<file path="src/rtl/cva6_clic_target.sv">
// Per-hart CLIC target: presents the arbitration winner to the core, withdraws it via kill handshake, reports claims.
// Optional kill-handshake timeout flag enabled by defining CVA6_CLIC_KILL_TIMEOUT_EN.
module cva6_clic_target #(
  parameter int unsigned NumSrc      = 256,
  parameter int unsigned IdWidth     = $clog2(NumSrc),
  parameter int unsigned LevelWidth  = 8,
  parameter int unsigned KillTimeout = 64
) (
  input  logic                  clk_i,
  input  logic                  rst_ni,
  input  logic                  arb_valid_i,
  input  logic [IdWidth-1:0]    arb_id_i,
  input  logic [LevelWidth-1:0] arb_level_i,
  input  logic [1:0]            arb_priv_i,
  output logic                  irq_valid_o,
  output logic [IdWidth-1:0]    irq_id_o,
  output logic [LevelWidth-1:0] irq_level_o,
  output logic [1:0]            irq_priv_o,
  input  logic                  irq_ready_i,
  output logic                  kill_req_o,
  input  logic                  kill_ack_i,
  output logic                  claim_valid_o,
  output logic [IdWidth-1:0]    claim_id_o,
  output logic                  kill_timeout_o
);

  typedef enum logic [1:0] {IDLE, ACCESS, KILL, CLAIM} state_e;

  state_e                state_q, state_d;
  logic [IdWidth-1:0]    id_q, id_d;
  logic [LevelWidth-1:0] level_q, level_d;
  logic [1:0]            priv_q, priv_d;
  logic                  present_d;

  if (KillTimeout < 1) begin : g_bad_cfg
    $error("KillTimeout must be at least 1");
  end

  always_comb begin
    state_d = state_q;
    id_d    = id_q;
    level_d = level_q;
    priv_d  = priv_q;
    case (state_q)
      IDLE: begin
        if (arb_valid_i) begin
          state_d = ACCESS;
          id_d    = arb_id_i;
          level_d = arb_level_i;
          priv_d  = arb_priv_i;
        end
      end
      ACCESS: begin
        // acceptance beats a simultaneous winner change
        if (irq_ready_i) begin
          state_d = CLAIM;
        end else if (!arb_valid_i || (arb_id_i != id_q)) begin
          state_d = KILL;
        end
      end
      KILL: begin
        if (irq_ready_i) begin
          state_d = CLAIM;
        end else if (kill_ack_i) begin
          state_d = IDLE;
        end
      end
      CLAIM:   state_d = IDLE;
      default: state_d = IDLE;
    endcase
  end

  assign present_d = (state_d == ACCESS) || (state_d == KILL);

  // outputs are registered from the next-state decode so they change with the state
  always_ff @(posedge clk_i or negedge rst_ni) begin
    if (!rst_ni) begin
      state_q       <= IDLE;
      id_q          <= '0;
      level_q       <= '0;
      priv_q        <= '0;
      irq_valid_o   <= 1'b0;
      irq_id_o      <= '0;
      irq_level_o   <= '0;
      irq_priv_o    <= '0;
      kill_req_o    <= 1'b0;
      claim_valid_o <= 1'b0;
      claim_id_o    <= '0;
    end else begin
      state_q       <= state_d;
      id_q          <= id_d;
      level_q       <= level_d;
      priv_q        <= priv_d;
      irq_valid_o   <= (state_d == ACCESS);
      irq_id_o      <= present_d ? id_d : '0;
      irq_level_o   <= present_d ? level_d : '0;
      irq_priv_o    <= present_d ? priv_d : '0;
      kill_req_o    <= (state_d == KILL);
      claim_valid_o <= (state_d == CLAIM);
      claim_id_o    <= (state_d == CLAIM) ? id_d : '0;
    end
  end

`ifdef CVA6_CLIC_KILL_TIMEOUT_EN
  localparam int unsigned CntWidth = $clog2(KillTimeout + 1);

  logic [CntWidth-1:0] kill_cnt_q;

  // counter sits at zero outside KILL, so it is clear on every entry
  always_ff @(posedge clk_i or negedge rst_ni) begin
    if (!rst_ni) begin
      kill_cnt_q     <= '0;
      kill_timeout_o <= 1'b0;
    end else begin
      if (state_q != KILL) begin
        kill_cnt_q <= '0;
      end else if (kill_cnt_q != CntWidth'(KillTimeout)) begin
        kill_cnt_q <= kill_cnt_q + 1'b1;
      end
      if ((state_q == KILL) && (kill_cnt_q == CntWidth'(KillTimeout - 1))) begin
        kill_timeout_o <= 1'b1;
      end
    end
  end
`else
  assign kill_timeout_o = 1'b0;
`endif

`ifndef SYNTHESIS
  a_ready_in_access_or_kill : assert property (@(posedge clk_i) disable iff (!rst_ni)
    !(irq_ready_i && ((state_q == IDLE) || (state_q == CLAIM))));
  a_valid_kill_exclusive : assert property (@(posedge clk_i) disable iff (!rst_ni)
    !(irq_valid_o && kill_req_o));
  a_claim_not_back_to_back : assert property (@(posedge clk_i) disable iff (!rst_ni)
    claim_valid_o |=> !claim_valid_o);
`endif

endmodule

</file>
<file path="config.mk">
export PLATFORM = sky130hd
export DESIGN_NAME = cva6_clic_target
export DESIGN_NICKNAME = d
export VERILOG_FILES = /design/src/rtl/cva6_clic_target.sv
export SDC_FILE = /design/constraint.sdc
export NUM_CORES = 1
export LEC_CHECK = 0
export ABC_AREA = 1
export CAP_MARGIN = 20
export CORE_ASPECT_RATIO = 0.8
export CORE_UTILIZATION = 40
export CTS_BUF_LIST = sky130_fd_sc_hd__clkbuf_2 sky130_fd_sc_hd__clkbuf_4 sky130_fd_sc_hd__clkbuf_8
export CTS_CLUSTER_SIZE = 10
export DETAILED_ROUTE_END_ITERATION = 8
export PLACE_DENSITY = 0.67
export SKIP_CTS_REPAIR_TIMING = 1
export SYNTH_ARGS = -nofsm -noshare
export SYNTH_HDL_FRONTEND = slang
export SYNTH_SLANG_ARGS = --single-unit
export TNS_END_PERCENT = 10
</file>
<file path="constraint.sdc">
create_clock -name clk_i -period 2.49 [get_ports clk_i]
set_input_delay 0.249 -clock clk_i [delete_from_list [all_inputs] [get_ports clk_i]]
set_output_delay 0.249 -clock clk_i [all_outputs]
set_load 0.01 [all_outputs]
</file>
==> metrics.txt <==
outcome finished clean; number of max-capacitance violations reported 0; chip height approximately 66 um; clock tree from TritonCTS built; most area-hungry cell type in the Yosys netlist sky130_fd_sc_hd__dfrtp_1; worst min path class in2async; area of the die 0.00548 sq mm; core area roughly 0.0050 sq mm; overall routing resource usage 0.150; leakage power 0.00139 uW; RSZ-0062 raised after global routing no; share of cells above drive strength 1 0.154; routing usage on met2 0.251; DRC viols 0; Post-Syn Area 0.00207 sq mm; CTS Buf Count 5; Worst Reg-to-Reg Cells 11; Syn Nets around 230; H-tree depth 2; Max Freq 0.518 GHz; start point of the critical path arb_id_i[5]; max incr delay on CP just over 0.5 ns; worst r2r dst irq_priv_o[0]; number of rows created at floorplan 23; pin count of the biggest net entering global routing 31; worst skew pair latency 0.30 ns; global route hottest layer met2; worst-path cell with the longest stage delay sky130_fd_sc_hd__clkdlybuf4s50_1; ranking of synthesized cells by area sky130_fd_sc_hd__dfrtp_1 59%, sky130_fd_sc_hd__inv_1 8.0%, sky130_fd_sc_hd__a211oi_2 5.4%; placed instance count 319; proportion of synthesized chip area in sequential cells 0.591; met3 track utilization from global routing 0.0372; Clock Tree Buf Depth 2; post-layout net count 291; power per unit of standard cell area 1270 mW/mm^2; Iter 0 DRT Violations 37; ratio of final minimum period to clock period 0.776; Unique masters post-synth 24; root buffer selected by CTS sky130_fd_sc_hd__clkbuf_8; area share of fa/ha/maj cells after synthesis 0.0181; Worst Setup Path Type in2reg; basic-gate share of the synthesized area counting and, or, nand and nor cells 0.149; largest fanout of any net on the critical path 13; initial standard-cell utilization of the core 0.414; count of buffers from port buffering 51; Final Worst Setup Slack 0.558 ns; crit start category input port; shortest period the worst path allows 1.93 ns; Cells after Synth 208; Hold Violations, Final 0; Critical Path Most Common Cell sky130_fd_sc_hd__nand2_1; Post-Route Setup TNS 0 ns; GR Layer Usage met1 0.184; WP data required between 2 and 3 ns; Vias/cell 4.38; clock skew after layout 0.00853 ns; number of optimization iterations in the first detailed-route pass 6; via count of the first global-routing pass 1324; placed wire-length estimate 2740 um; sequence of cells on the critical path clkdlybuf4s50_1 -> inv_1 -> nand2_1 -> nand2_1 -> inv_1 -> nand2_1 -> nor2_1 -> nand4_1 -> nand2_1 -> nand2_1 -> ha_1 -> buf_4 -> a211oi_2; Worst setup EP type flip-flop; worst endpoint data arrival time 2.14 ns; global placer's final weighted congestion 0.769; die boundary width 82.5 um; Area Growth Syn to Fin 33.6%; Final Max Tran Viols 0; number of top-level pins 53; xor/xnor share of the synthesized area 0.00845; launching point of the worst reg2reg path state_q[1]; number of buffer and inverter stages on the critical path 4; DRT antenna net count 0; count of flip-flops with a built-in enable after synthesis 0; async set-reset flop share out of synthesis 1.00; minimum setup slack among reg-to-reg paths 0.60 ns; # diodes 0; global route overflow 0; CP delay by family, top buffers and inverters; post-DR wirelength/cell ~11 um; VDD IR max 0.000574 V; synthesized-area fraction occupied by ao, oa, aoi and oai cells 0.121; multiplexer fraction of the synthesized cell area 0; core occupancy in the finished layout 0.553; Clock Sink Count 49; proportion of netlist area held by the largest area contributor 0.591; most common flop cell mapped by yosys sky130_fd_sc_hd__dfrtp_1; post-CTS clock slew at the launch and capture registers of the worst setup and hold paths 0.09 ns; dominant combinational cell family by area after synthesis simple AND/OR/NAND/NOR gates; flip-flop and latch count after synthesis roughly 50; initial antenna violation count 0; final cell count without fillers 328; mean cell area of the mapped netlist between 9 and 10 sq um; Hold WS 0.411 ns; setup violation total in the final timing report 0; global-route wire length before repair between 5000 and 6000 um; Setup WS pre-CTS 0.230 ns; via total after detailed routing 1436; number of warnings reported in the yosys synthesis log 0; total wirelength of the detailed-routed design 3730 um
-- cell usage in the layout, fill, tap and decap left out, drive strengths merged --
master	synthesis	layout
bufinv	0	1
clkbuf	2	7
nor2	24	24
dlygate4sd3	0	1
o21ai	9	9
nand2	28	28
conb	1	1
nand3	2	2
or2	14	14
nand4	1	1
buf	5	6
dfrtp	49	49
ha	3	3
a21oi	12	12
inv	46	46
a211oi	10	10
clkdlybuf4s50	0	50
xor2	2	2
-- state kept, by name, summed over array words and instances, names as in the netlist --
register / flops
irq_level_o: 8
irq_valid_o: 1
level_q: 8
claim_id_o: 8
irq_id_o: 8
irq_priv_o: 2
kill_req_o: 1
state_q: 2
id_q: 8
priv_q: 2
claim_valid_o: 1
-- power breakdown --
part	switching (uW)	total, uW	internal (uW)	leakage [uW]
combinational	861	1660	800	0.000725
clock	246	584	338	0.0000619
sequential	110	1270	1160	0.000598
-- cell usage after synthesis, types with 2 or more instances --
library cell               instances
sky130_fd_sc_hd__ha_1              3
sky130_fd_sc_hd__dfrtp_1          49
sky130_fd_sc_hd__nand3_1           2
sky130_fd_sc_hd__o21ai_2           7
sky130_fd_sc_hd__nor2_1           23
sky130_fd_sc_hd__or2_1             7
sky130_fd_sc_hd__buf_6             3
sky130_fd_sc_hd__inv_1            44
sky130_fd_sc_hd__or2_2             7
sky130_fd_sc_hd__nand2_1          27
sky130_fd_sc_hd__xor2_1            2
sky130_fd_sc_hd__o21ai_0           2
sky130_fd_sc_hd__a211oi_2          9
sky130_fd_sc_hd__a21oi_1          12
sky130_fd_sc_hd__inv_2             2
-- routing by layer --
layer	routed length, um	part of all wire	vias to the layer above
met2	1820	0.49	29
met5	0	0	-
li1	-	-	733
met1	1730	0.46	669
met3	127	0.034	5
met4	55	0.015	0
-- cell type report --
| type | instances | area [sq um] |
|---|---|---|
| well taps | 62 | 77.6 |
| repair buffers | 57 | 553 |
| clock inverters | 1 | 30.0 |
| flip-flops and latches | 49 | 1230 |
| fillers | 465 | 2240 |
| clock buffers | 7 | 90.1 |
| multi-input cells | 106 | 619 |
| inverters | 46 | 173 |
-- per-stage QoR --
stage,cell area [sq um],power [uW]
floorplan,2070,2310
global placement,2640,2950
detailed placement,2640,2980
CTS,2760,3580
global route,2770,3780
finish,2770,3520
-- kinds of logic after synthesis --
kind of cell             Yosys count
other                              1
flip-flops                        49
AO/OA/AOI/OAI                     31
adder cells (fa/ha/maj)            3
AND/OR/NAND/NOR                   69
XOR/XNOR                           2
buffers and inverters             53
-- worst max path at each step --
stage | to | slack [ns] | depth (start not counted)
after global placement | irq_level_o[2] | 0.28 | 13
after CTS | irq_priv_o[0] | 0.55 | 13
final | irq_priv_o[0] | 0.56 | 13
after floorplan | irq_id_o[0] | 0.50 | 12
after global routing | irq_level_o[2] | 0.38 | 13
after detailed placement | irq_level_o[1] | 0.23 | 13
Power figures use the tool's default switching activity.
